[config.mk]
export PLATFORM = sky130hd
export DESIGN_NAME = pipe_decode_flat
export DESIGN_NICKNAME = d
export VERILOG_FILES = /design/src/rtl/decode_pkg.sv /design/src/rtl/pipe_decode_if.sv /design/src/rtl/ctrl_decode.sv /design/src/rtl/pipe_decode.sv /design/src/flat_wrapper.sv
export SDC_FILE = /design/constraint.sdc
export NUM_CORES = 1
export LEC_CHECK = 0
export CORE_MARGIN = 2
export CORE_UTILIZATION = 46
export CTS_CLUSTER_SIZE = 30
export DETAILED_ROUTE_END_ITERATION = 8
export PLACE_DENSITY_LB_ADDON = 0.08
export SLEW_MARGIN = 20
export SYNTH_ARGS = -nofsm -noshare
export SYNTH_HDL_FRONTEND = slang
export SYNTH_SLANG_ARGS = --single-unit
[constraint.sdc]
create_clock -name Clk -period 2.7 [get_ports Clk]
set_input_delay 0.54 -clock Clk [delete_from_list [all_inputs] [get_ports Clk]]
set_output_delay 0.54 -clock Clk [all_outputs]
set_load 0.005 [all_outputs]
[src/rtl/decode_pkg.sv]
// Shared encodings and the control bundle for the decode stage.
// Opcodes, ALU/jump/stack codes, FSM states and the rt-usage helper.
package decode_pkg;

  localparam logic [5:0] OP_R    = 6'b000000;
  localparam logic [5:0] OP_ADDI = 6'b001000;
  localparam logic [5:0] OP_ANDI = 6'b001100;
  localparam logic [5:0] OP_ORI  = 6'b001101;
  localparam logic [5:0] OP_BEQ  = 6'b000100;
  localparam logic [5:0] OP_J    = 6'b000010;
  localparam logic [5:0] OP_JAL  = 6'b000011;
  localparam logic [5:0] OP_JR   = 6'b000101;
  localparam logic [5:0] OP_LW   = 6'b100011;
  localparam logic [5:0] OP_SW   = 6'b101011;
  localparam logic [5:0] OP_PUSH = 6'b110000;
  localparam logic [5:0] OP_POP  = 6'b110001;

  localparam logic [3:0] ALU_AND  = 4'b0000;
  localparam logic [3:0] ALU_OR   = 4'b0001;
  localparam logic [3:0] ALU_ADD  = 4'b0010;
  localparam logic [3:0] ALU_SUB  = 4'b0011;
  localparam logic [3:0] ALU_PUSH = 4'b1100;

  localparam logic [1:0] JMP_NONE = 2'b00;
  localparam logic [1:0] JMP_IMM  = 2'b01;
  localparam logic [1:0] JMP_REG  = 2'b10;

  localparam logic [1:0] STK_NONE = 2'b00;
  localparam logic [1:0] STK_PUSH = 2'b10;
  localparam logic [1:0] STK_POP  = 2'b11;

  typedef struct packed {
    logic       reg_dst;
    logic       reg_write;
    logic       mem_read;
    logic       mem_write;
    logic       mem_to_reg;
    logic       need_zext;
    logic       alu_src;
    logic       branch;
    logic       link;
    logic [3:0] alu_op;
    logic [1:0] jump;
    logic [1:0] stack_op;
  } ctrl_t;

  typedef enum logic {RUN = 1'b0, BUBBLE = 1'b1} state_t;

  // Only these formats read rt as a source operand.
  function automatic logic uses_rt(input logic [5:0] opcode);
    return (opcode == OP_R) || (opcode == OP_BEQ) || (opcode == OP_SW);
  endfunction

endpackage

[src/rtl/pipe_decode_if.sv]
// Fetch-side and execute-side handshake plus the decoded control outputs.
// master drives the instruction stream and consumes the bundle; slave is the stage.
interface pipe_decode_if #(
  parameter int CNT_W = 16
);
  logic             InValid;
  logic             InReady;
  logic [31:0]      InInstr;
  logic             Flush;
  logic             OutValid;
  logic             OutReady;
  logic [31:0]      OutInstr;
  logic [4:0]       WriteReg;
  logic             RegDst;
  logic             RegWrite;
  logic             MemRead;
  logic             MemWrite;
  logic             MemToReg;
  logic             NeedZEXT;
  logic             ALUsrc;
  logic             Branch;
  logic             Link;
  logic [3:0]       ALUop;
  logic [1:0]       Jump;
  logic [1:0]       StackOp;
  logic             Illegal;
  logic [CNT_W-1:0] StallCount;

  modport master (
    output InValid, InInstr, Flush, OutReady,
    input  InReady, OutValid, OutInstr, WriteReg, RegDst, RegWrite, MemRead, MemWrite,
           MemToReg, NeedZEXT, ALUsrc, Branch, Link, ALUop, Jump, StackOp, Illegal, StallCount
  );

  modport slave (
    input  InValid, InInstr, Flush, OutReady,
    output InReady, OutValid, OutInstr, WriteReg, RegDst, RegWrite, MemRead, MemWrite,
           MemToReg, NeedZEXT, ALUsrc, Branch, Link, ALUop, Jump, StackOp, Illegal, StallCount
  );
endinterface

[src/rtl/ctrl_decode.sv]
// Combinational opcode/funct decode into the control bundle; zero latency.
// Undecodable opcodes (and push/pop when the stack is disabled) give all-zero controls and illegal.
module ctrl_decode
  import decode_pkg::*;
#(
  parameter bit STACK_EN = 1'b1
) (
  input  logic [31:0] instr,
  output ctrl_t       ctrl,
  output logic        illegal
);

  logic [5:0] opcode;
  logic       unused_bits;

  assign opcode      = instr[31:26];
  assign unused_bits = ^instr[25:4];

  always_comb begin
    ctrl    = '0;
    illegal = 1'b0;
    case (opcode)
      OP_R: begin
        ctrl.reg_dst   = 1'b1;
        ctrl.reg_write = 1'b1;
        ctrl.alu_op    = instr[3:0];
      end
      OP_ADDI: begin
        ctrl.reg_write = 1'b1;
        ctrl.alu_src   = 1'b1;
        ctrl.alu_op    = ALU_ADD;
      end
      OP_ANDI, OP_ORI: begin
        ctrl.reg_write = 1'b1;
        ctrl.need_zext = 1'b1;
        ctrl.alu_src   = 1'b1;
        ctrl.alu_op    = (opcode == OP_ORI) ? ALU_OR : ALU_AND;
      end
      OP_BEQ: begin
        ctrl.alu_op = ALU_SUB;
        ctrl.branch = 1'b1;
      end
      OP_J, OP_JAL: begin
        ctrl.alu_src = 1'b1;
        ctrl.jump    = JMP_IMM;
        ctrl.link    = (opcode == OP_JAL);
      end
      OP_JR: begin
        ctrl.alu_src = 1'b1;
        ctrl.jump    = JMP_REG;
      end
      OP_LW: begin
        ctrl.reg_write  = 1'b1;
        ctrl.mem_read   = 1'b1;
        ctrl.mem_to_reg = 1'b1;
        ctrl.alu_src    = 1'b1;
        ctrl.alu_op     = ALU_ADD;
      end
      OP_SW: begin
        ctrl.mem_write = 1'b1;
        ctrl.alu_src   = 1'b1;
        ctrl.alu_op    = ALU_ADD;
      end
      OP_PUSH: begin
        if (STACK_EN) begin
          ctrl.alu_src  = 1'b1;
          ctrl.alu_op   = ALU_PUSH;
          ctrl.stack_op = STK_PUSH;
        end else begin
          illegal = 1'b1;
        end
      end
      OP_POP: begin
        if (STACK_EN) begin
          ctrl.reg_dst    = 1'b1;
          ctrl.reg_write  = 1'b1;
          ctrl.mem_to_reg = 1'b1;
          ctrl.alu_src    = 1'b1;
          ctrl.stack_op   = STK_POP;
        end else begin
          illegal = 1'b1;
        end
      end
      default: illegal = 1'b1;
    endcase
  end

endmodule

[src/rtl/pipe_decode.sv]
// Registered decode stage: one output register, 1-cycle latency, full throughput.
// Stalls on output backpressure or load-use hazard (one bubble); flush kills held and incoming.
module pipe_decode
  import decode_pkg::*;
#(
  parameter bit STACK_EN  = 1'b1,
  parameter bit HAZARD_EN = 1'b1,
  parameter int CNT_W     = 16
) (
  input logic          Clk,
  input logic          Rst_n,
  pipe_decode_if.slave bus
);

  ctrl_t            dec_ctrl;
  ctrl_t            hold_ctrl;
  logic             dec_illegal;
  logic             hold_illegal;
  logic [4:0]       rs;
  logic [4:0]       rt;
  logic [4:0]       dec_wreg;
  logic [4:0]       hold_wreg;
  logic [31:0]      hold_instr;
  logic             out_vld;
  logic             haz;
  logic             in_xfer;
  logic             out_xfer;
  state_t           state;
  state_t           state_nxt;
  logic [CNT_W-1:0] stall_cnt;

  ctrl_decode #(.STACK_EN(STACK_EN)) u_ctrl_decode (
    .instr   (bus.InInstr),
    .ctrl    (dec_ctrl),
    .illegal (dec_illegal)
  );

  assign rs       = bus.InInstr[25:21];
  assign rt       = bus.InInstr[20:16];
  assign dec_wreg = dec_ctrl.reg_dst ? bus.InInstr[15:11] : rt;

  // Held load whose destination is read by the incoming instruction; $0 never conflicts.
  assign haz = HAZARD_EN && out_vld && hold_ctrl.mem_to_reg && (hold_wreg != 5'd0) &&
               ((hold_wreg == rs) || (uses_rt(bus.InInstr[31:26]) && (hold_wreg == rt)));

  assign bus.InReady = !bus.Flush && !haz && (!out_vld || bus.OutReady);
  assign in_xfer     = bus.InValid && bus.InReady;
  assign out_xfer    = out_vld && bus.OutReady;

  always_ff @(posedge Clk or negedge Rst_n) begin
    if (!Rst_n) begin
      out_vld      <= 1'b0;
      hold_instr   <= '0;
      hold_ctrl    <= '0;
      hold_illegal <= 1'b0;
      hold_wreg    <= '0;
    end else if (bus.Flush) begin
      out_vld <= 1'b0;
    end else if (in_xfer) begin
      out_vld      <= 1'b1;
      hold_instr   <= bus.InInstr;
      hold_ctrl    <= dec_ctrl;
      hold_illegal <= dec_illegal;
      hold_wreg    <= dec_wreg;
    end else if (out_xfer) begin
      out_vld <= 1'b0;
    end
  end

  always_ff @(posedge Clk or negedge Rst_n) begin
    if (!Rst_n) begin
      state <= RUN;
    end else begin
      state <= state_nxt;
    end
  end

  always_comb begin
    state_nxt = state;
    case (state)
      RUN:     if (haz && bus.InValid && out_xfer) state_nxt = BUBBLE;
      BUBBLE:  state_nxt = RUN;
      default: state_nxt = RUN;
    endcase
    if (bus.Flush) state_nxt = RUN;
  end

  always_ff @(posedge Clk or negedge Rst_n) begin
    if (!Rst_n) begin
      stall_cnt <= '0;
    end else if (!bus.Flush && haz && bus.InValid && !(&stall_cnt)) begin
      stall_cnt <= stall_cnt + CNT_W'(1);
    end
  end

  assign bus.OutValid   = out_vld;
  assign bus.OutInstr   = hold_instr;
  assign bus.WriteReg   = hold_wreg;
  assign bus.RegDst     = hold_ctrl.reg_dst;
  assign bus.RegWrite   = hold_ctrl.reg_write;
  assign bus.MemRead    = hold_ctrl.mem_read;
  assign bus.MemWrite   = hold_ctrl.mem_write;
  assign bus.MemToReg   = hold_ctrl.mem_to_reg;
  assign bus.NeedZEXT   = hold_ctrl.need_zext;
  assign bus.ALUsrc     = hold_ctrl.alu_src;
  assign bus.Branch     = hold_ctrl.branch;
  assign bus.Link       = hold_ctrl.link;
  assign bus.ALUop      = hold_ctrl.alu_op;
  assign bus.Jump       = hold_ctrl.jump;
  assign bus.StackOp    = hold_ctrl.stack_op;
  assign bus.Illegal    = hold_illegal;
  assign bus.StallCount = stall_cnt;

endmodule

[src/flat_wrapper.sv]
// flat-port wrapper written by rule: the top's interface ports become plain ports
module pipe_decode_flat import decode_pkg::*;
#(
  parameter bit STACK_EN  = 1'b1,
  parameter bit HAZARD_EN = 1'b1,
  parameter int CNT_W     = 16
)
  (Clk, Rst_n, bus_InValid, bus_InInstr, bus_Flush, bus_OutReady, bus_InReady, bus_OutValid, bus_OutInstr, bus_WriteReg, bus_RegDst, bus_RegWrite, bus_MemRead, bus_MemWrite, bus_MemToReg, bus_NeedZEXT, bus_ALUsrc, bus_Branch, bus_Link, bus_ALUop, bus_Jump, bus_StackOp, bus_Illegal, bus_StallCount);
  pipe_decode_if #(.CNT_W(CNT_W)) bus_i ();
  input logic Clk;
  input logic Rst_n;
  input wire logic [$bits(bus_i.InValid)-1:0] bus_InValid;
  input wire logic [$bits(bus_i.InInstr)-1:0] bus_InInstr;
  input wire logic [$bits(bus_i.Flush)-1:0] bus_Flush;
  input wire logic [$bits(bus_i.OutReady)-1:0] bus_OutReady;
  output wire logic [$bits(bus_i.InReady)-1:0] bus_InReady;
  output wire logic [$bits(bus_i.OutValid)-1:0] bus_OutValid;
  output wire logic [$bits(bus_i.OutInstr)-1:0] bus_OutInstr;
  output wire logic [$bits(bus_i.WriteReg)-1:0] bus_WriteReg;
  output wire logic [$bits(bus_i.RegDst)-1:0] bus_RegDst;
  output wire logic [$bits(bus_i.RegWrite)-1:0] bus_RegWrite;
  output wire logic [$bits(bus_i.MemRead)-1:0] bus_MemRead;
  output wire logic [$bits(bus_i.MemWrite)-1:0] bus_MemWrite;
  output wire logic [$bits(bus_i.MemToReg)-1:0] bus_MemToReg;
  output wire logic [$bits(bus_i.NeedZEXT)-1:0] bus_NeedZEXT;
  output wire logic [$bits(bus_i.ALUsrc)-1:0] bus_ALUsrc;
  output wire logic [$bits(bus_i.Branch)-1:0] bus_Branch;
  output wire logic [$bits(bus_i.Link)-1:0] bus_Link;
  output wire logic [$bits(bus_i.ALUop)-1:0] bus_ALUop;
  output wire logic [$bits(bus_i.Jump)-1:0] bus_Jump;
  output wire logic [$bits(bus_i.StackOp)-1:0] bus_StackOp;
  output wire logic [$bits(bus_i.Illegal)-1:0] bus_Illegal;
  output wire logic [$bits(bus_i.StallCount)-1:0] bus_StallCount;
  assign bus_i.InValid = bus_InValid;
  assign bus_i.InInstr = bus_InInstr;
  assign bus_i.Flush = bus_Flush;
  assign bus_i.OutReady = bus_OutReady;
  assign bus_InReady = bus_i.InReady;
  assign bus_OutValid = bus_i.OutValid;
  assign bus_OutInstr = bus_i.OutInstr;
  assign bus_WriteReg = bus_i.WriteReg;
  assign bus_RegDst = bus_i.RegDst;
  assign bus_RegWrite = bus_i.RegWrite;
  assign bus_MemRead = bus_i.MemRead;
  assign bus_MemWrite = bus_i.MemWrite;
  assign bus_MemToReg = bus_i.MemToReg;
  assign bus_NeedZEXT = bus_i.NeedZEXT;
  assign bus_ALUsrc = bus_i.ALUsrc;
  assign bus_Branch = bus_i.Branch;
  assign bus_Link = bus_i.Link;
  assign bus_ALUop = bus_i.ALUop;
  assign bus_Jump = bus_i.Jump;
  assign bus_StackOp = bus_i.StackOp;
  assign bus_Illegal = bus_i.Illegal;
  assign bus_StallCount = bus_i.StallCount;
  pipe_decode #(.STACK_EN(STACK_EN), .HAZARD_EN(HAZARD_EN), .CNT_W(CNT_W)) u_core (.Clk(Clk), .Rst_n(Rst_n), .bus(bus_i));
endmodule
==> Word-level counts from Yosys, hierarchy flattened <==
Index checks and enable logic that the tools add are counted.
{ "op_classes": {"n_addsub": 1, "n_eq_ne": 13, "n_mux": 18, "bitwise_logic": 1, "reduce_logical": 32} }
{ "op_table": {"columns": ["cell", "n"], "rows": [
  ["$eq 6x6->1 const B", 4],
  ["$pmux 4 s5", 1],
  ["$eq 6x4->1 const B", 3],
  ["$add 16x1->16 const B", 1],
  ["$reduce_and 16->1", 1],
  ["$mux 1", 14],
  ["$eq 6x2->1 const B", 2],
  ["$eq 6x3->1 const B", 2],
  ["$reduce_or 12->1", 1],
  ["$logic_and 1x1->1", 11],
  ["$eq 5x5->1", 2],
  ["$reduce_or 10->1", 1],
  ["$pmux 2 s2", 2],
  ["$reduce_or 2->1", 4],
  ["$logic_not 6->1", 1],
  ["$reduce_or 6->1", 1],
  ["$mux 5", 1],
  ["$reduce_bool 5->1", 1],
  ["$logic_not 1->1", 4],
  ["$logic_or 1x1->1", 4],
  ["$reduce_bool 3->1", 1],
  ["$reduce_or 3->1", 1],
  ["$reduce_and 2->1", 1],
  ["$not 1->1", 1]
]} }
{ "word_totals": {"reg_bits": 72, "output_inout_bits": 73, "elab_cells": 82} }

==> Depth between registers and ports, before layout <==
{ "depth": {"word_depth": 12, "ltp_mapped": 9, "mapped_depth_nobuf": 7} }

==> Modules after synthesis <==
A second synthesis with hierarchy kept.
{ "hier_totals": {"hier_cells": 265, "area_unflattened_um2": 3597.2} }
{ "by_module_without_submodules": {"columns": ["mod", "instances", "cells_per_inst", "area_each_um2", "seq_area_each_um2"], "rows": [
  ["pipe_decode", 1, 211, 3253.1, 1801.7],
  ["ctrl_decode", 1, 54, 344.1, 0.0]
]} }

==> Least setup slack after synthesis <==
OpenSTA, ideal clock, no wires.
{ "synth_path": {"kind": "input-to-reg", "startpoint": "input bus_InInstr[29]", "endpoint": "register u_core.stall_cnt[5] (netlist: u_core.bus.StallCount[5])", "setup_ns": 0.125, "t_arrival_ns": 2.258, "path_slack_ns": 0.317, "cell_stages": 7, "path_cell_list": "buf_6 nor4_1 a31oi_1 or4b_4 and2_4 or4b_4 xnor2_2"} }
{ "synth_between": {"elab_chain_cells": 9} }
{ "synth_rtl": {"columns": ["item", "line_no", "source"], "rows": [
  ["start: declaration", "flat_wrapper.sv:13", "input wire logic [$bits(bus_i.InInstr)-1:0] bus_InInstr;"],
  ["$eq 6x3->1 or $logic_not 6->1 (tied branches)", "decode_pkg.sv:51", "return (opcode == OP_R) || (opcode == OP_BEQ) || (opcode == OP_SW);"],
  ["$logic_or 1x1->1", "decode_pkg.sv:51", null],
  ["$logic_or 1x1->1 *", "decode_pkg.sv:51", null],
  ["$logic_and 1x1->1 *", "pipe_decode.sv:44", "((hold_wreg == rs) || (uses_rt(bus.InInstr[31:26]) && (hold_wreg == rt)));"],
  ["$logic_or 1x1->1 *", "pipe_decode.sv:44", null],
  ["$logic_and 1x1->1 *", "pipe_decode.sv:43", "assign haz = HAZARD_EN && out_vld && hold_ctrl.mem_to_reg && (hold_wreg != 5'd0) &&"],
  ["$logic_and 1x1->1 * (3 in series)", "pipe_decode.sv:91", "end else if (!bus.Flush && haz && bus.InValid && !(&stall_cnt)) begin"],
  ["end signal: assignment", "pipe_decode.sv:92", "stall_cnt <= stall_cnt + CNT_W'(1);"],
  ["end: declaration", "pipe_decode.sv:30", "logic [CNT_W-1:0] stall_cnt;"]
]} }
Every way passes the cells marked *; elsewhere a longest branch is shown, timed or not.
A chain may end at the register's enable or synchronous reset.

==> Final worst setup path <==
{ "layout_path": {"startpoint": "input bus_InInstr[27]", "endpoint": "output bus_InReady"} }
{ "layout_between": {"elab_chain_cells": 9} }
{ "layout_rtl": {"columns": ["item", "line_no", "source"], "rows": [
  ["$eq 6x3->1 or $logic_not 6->1 (tied branches)", "decode_pkg.sv:51", null],
  ["$logic_or 1x1->1", "decode_pkg.sv:51", null],
  ["$logic_or 1x1->1 *", "decode_pkg.sv:51", null],
  ["$logic_and 1x1->1 *", "pipe_decode.sv:44", null],
  ["$logic_or 1x1->1 *", "pipe_decode.sv:44", null],
  ["$logic_and 1x1->1 *", "pipe_decode.sv:43", null],
  ["$logic_not 1->1 *", "pipe_decode.sv:46", "assign bus.InReady = !bus.Flush && !haz && (!out_vld || bus.OutReady);"],
  ["$logic_and 1x1->1 * (2 in series)", "pipe_decode.sv:46", null],
  ["end: declaration", "flat_wrapper.sv:16", "output wire logic [$bits(bus_i.InReady)-1:0] bus_InReady;"]
]} }
Marks and branches as above.

==> impl_summary.md <==
Placement
Port buffering added 109 buffers. The wire-length estimate of the detail-placed layout is 5.82 mm. The weighted congestion reported at the end of routability-driven placement is 0.794. OpenSTA, run right after detailed placement, puts the worst setup slack at -620 ps. The number of placed instances, taps included, is just over 500.

Timing
Once routing completed, OpenROAD measured the worst setup slack at 18.4 ps. The transition time at the pin with the least slew margin is 908 ps. The worst path uses 99.3% of the clock period. Between clock sinks in the finished design, the worst skew comes to 10.9 ps.

The aggregate negative setup slack is 0 ps. The final max-slew violation count is 0. The final hold violation count is 0.

The hold slack is between 300 and 400 ps. The upper clock frequency limit is 373 MHz. The relative slew slack is 39.5%.

The shortest period the worst path allows is 2680 ps. Setup repair after global routing could not meet its margin everywhere. Setup violations remaining at the end of the flow were counted as 0.

Routing
In the routed layout, each cell is associated on average with a via count of 5.09. The count of antenna-violating nets left after detailed routing is 0. The count of TritonRoute iterations in the first routing pass is 4. The wire length per cell after detailed routing is 15.3 um.

The number of remaining DRC errors is 0. The routed layout has 2691 vias. The sum of routed wire length over all layers is 8.08 mm. The iteration-0 DRC count of the detailed router is 102.

Die
The height of the die is 88.5 um. The core outline area is 0.00687 mm2. The die outline area is ~0.008 mm2.

The floorplan has 30 rows. For this configuration, the core starts out at a cell density of 47.9%. The die span in x is 88.5 um.

The I/O pin count is 110.

Global route
The first global-routing pass estimated 13.2 mm of wire. For this run the aggregate overflow at the end of global routing stands at 0. The via count of the first global-routing pass is 2712. For met1 alone, demand over resource in global routing was 28.0%.

The met3 usage is 4.76%. The pin count of the biggest net entering global routing is 73. Across every metal layer, demand over resource in global routing totals 22.0%. The initial antenna violation count is 0. The met2 track demand over resource is 35.9%.

The most used routing layer is met2.

Yosys
During synthesis, Yosys emitted a total of 0 warnings. The most used flip-flop cell after synthesis is dfrtp_1. The post-synthesis net count is 323. Counting every instance in the synthesized netlist gives 285.

In this run, distinct cell masters in the synthesized netlist total 40. Yosys mapped a number of flops with a built-in enable equal to 0. The area of the mapped netlist is 0.00329 mm2. In the synthesized netlist the async set-or-reset flop fraction comes to 100%.

After synthesis, the mean cell area works out to 11.5 um2. The post-synthesis sequential area ratio is 54.8%. Synthesis inferred 72 register bits.

Finish
Leaving out fill and tap cells, the most frequent cells in the layout are clkdlybuf4s50_1 (94), dfrtp_1 (72), buf_4 (38). At the end of the flow, the number of nets in the layout was 466. The count of fill cells added during filler insertion is slightly above 500.

The post-synthesis to final-layout area growth is 53.2%. The number of non-filler instances in the completed layout is 529. The fraction of final layout cells sized beyond drive strength 1 is approximately a quarter. Measured on the finished design, the core utilization comes to between 70% and 80%.

Leaving out fill and tap cells, the most frequent cell in the layout is clkdlybuf4s50_1. The repair_antennas step left the layout with diodes totalling 0.

Critical path
The worst setup path is captured at an output port. STA puts the critical path data required time at ~2200 ps. Of all nets on the critical path, the largest fanout is 5. STA puts the critical path data arrival time at between 2000 and 2500 ps. The startpoint-to-endpoint class of the critical path is in -> out. The worst setup path is launched from an input port.

Clocking
The clock reaches the later pin of the worst-skew pair after 350 ps. The H-tree depth is 3. After clock tree synthesis, the clock-pin slew on the worst setup and hold paths is 70 ps. The buffer type at the clock tree root is clkbuf_8. TritonCTS built the clock tree.

Clock tree synthesis inserted a total of 9 buffers. Clock tree synthesis found a total of between 70 and 80 sinks. Counting along the longest clock path gives a buffer depth of 2.

Power
Dividing total power by cell area gives a power density of ~580 mW/mm2. The worst-case IR drop observed on VDD is around 0.36 mV. The reported leakage power is approximately 2.2 nW.

Run
Max-cap violations in this run came to 0.

Run status
The run finished with clean final reports.

Min path
The worst hold path belongs to the class in -> async.
[critical path, cell delays in order]
cell	delay (ps)
clkdlybuf4s15_2	220
nor4_2	330
a31oi_2	90
or4b_4	530
and2_4	160
and3b_1	160
buf_2	120
[final timing paths]
check                                       start  slack [ps]  depth (start not counted)                  endpoint
min reg2reg                       u_core.bus.Link         480                          2           u_core.bus.Link
min                                         Rst_n         310                          1   u_core.bus.OutInstr[19]
max                               bus_InInstr[27]          20                          7               bus_InReady
max in group asynchronous                   Rst_n        1780                          1       u_core.bus.RegWrite
max reg2reg                u_core.bus.WriteReg[1]         270                          8  u_core.bus.StallCount[5]
min in group Clk                  u_core.bus.Link         480                          2           u_core.bus.Link
[registers in the layout (all words and copies together), names as in the netlist, 2 cells and up]
signal	flops
u_core.bus.OutInstr	32
u_core.bus.StallCount	16
u_core.bus.WriteReg	5
u_core.bus.ALUop	4
u_core.bus.Jump	2
u_core.bus.StackOp	2
[kinds of logic (layout without fill, tap and decap cells)]
logic type / count (synthesis) / after routing / synth area share, %
buffers and inverters: 17 / 165 / 2.74
adders and majority gates: 1 / 1 / 0.380
and+or+nand+nor: 91 / 91 / 14.2
AOI/OAI and AO/OA: 36 / 36 / 6.55
DFF: 72 / 72 / 54.8
muxes: 42 / 42 / 14.2
xor gates and xnor gates: 26 / 26 / 7.15
[final cells by class]
type	instances	area (um2)	share of cell area, %
Clock inverter	5	103	2.04
Clock buffer	11	151	3.01
Tap cell	96	120	2.39
Multi-Input combinational cell	196	1450	28.8
Timing Repair Buffer	149	1410	28.0
Sequential cell	72	1800	35.8
[cell usage after synthesis (all sizes together), types with 3 or more instances]
cell,instances,area [um2]
buf,12,71.3
o31ai,4,30.0
xor2,4,35.0
mux2i,5,50.1
xnor2,22,200
and3,4,25.0
nand2b,3,18.8
dfrtp,72,1800
nand2,31,116
nand4,8,50.1
clkbuf,5,18.8
nor2,12,45.0
o21ai,18,90.1
nor3,8,40.0
mux2,37,417
nand3,11,55.1
a21oi,5,28.8
a31oi,4,25.0
[power breakdown]
part / internal (mW) / switching [mW]
logic: 0.379 / 0.204
clock network: 0.663 / 0.417
registers: 1.18 / 0.0600
[metal layers]
metal,routed length [um],vias to the layer above
li1,-,1293
met3,439,14
met1,3480,1302
met2,4010,82
met4,161,0
met5,0,-
[what timing repair did]
item                                    in CTS  in global routing
pin swaps                                    5                  5
hold buffers                                 0                  0
buffers inserted                             1                  2
endpoints found under the setup margin       2                  1
gates resized for setup                     24                  7
[metrics by stage]
step / instance area (um2) / power (mW)
after floorplan: 3290 / 1.45
after global placement: 4710 / 1.82
after detailed placement: 4710 / 1.83
after CTS: 4990 / 2.91
after global routing: 5040 / 3.03
final: 5040 / 2.90
No activity file was read; power rests on OpenSTA's default activity.
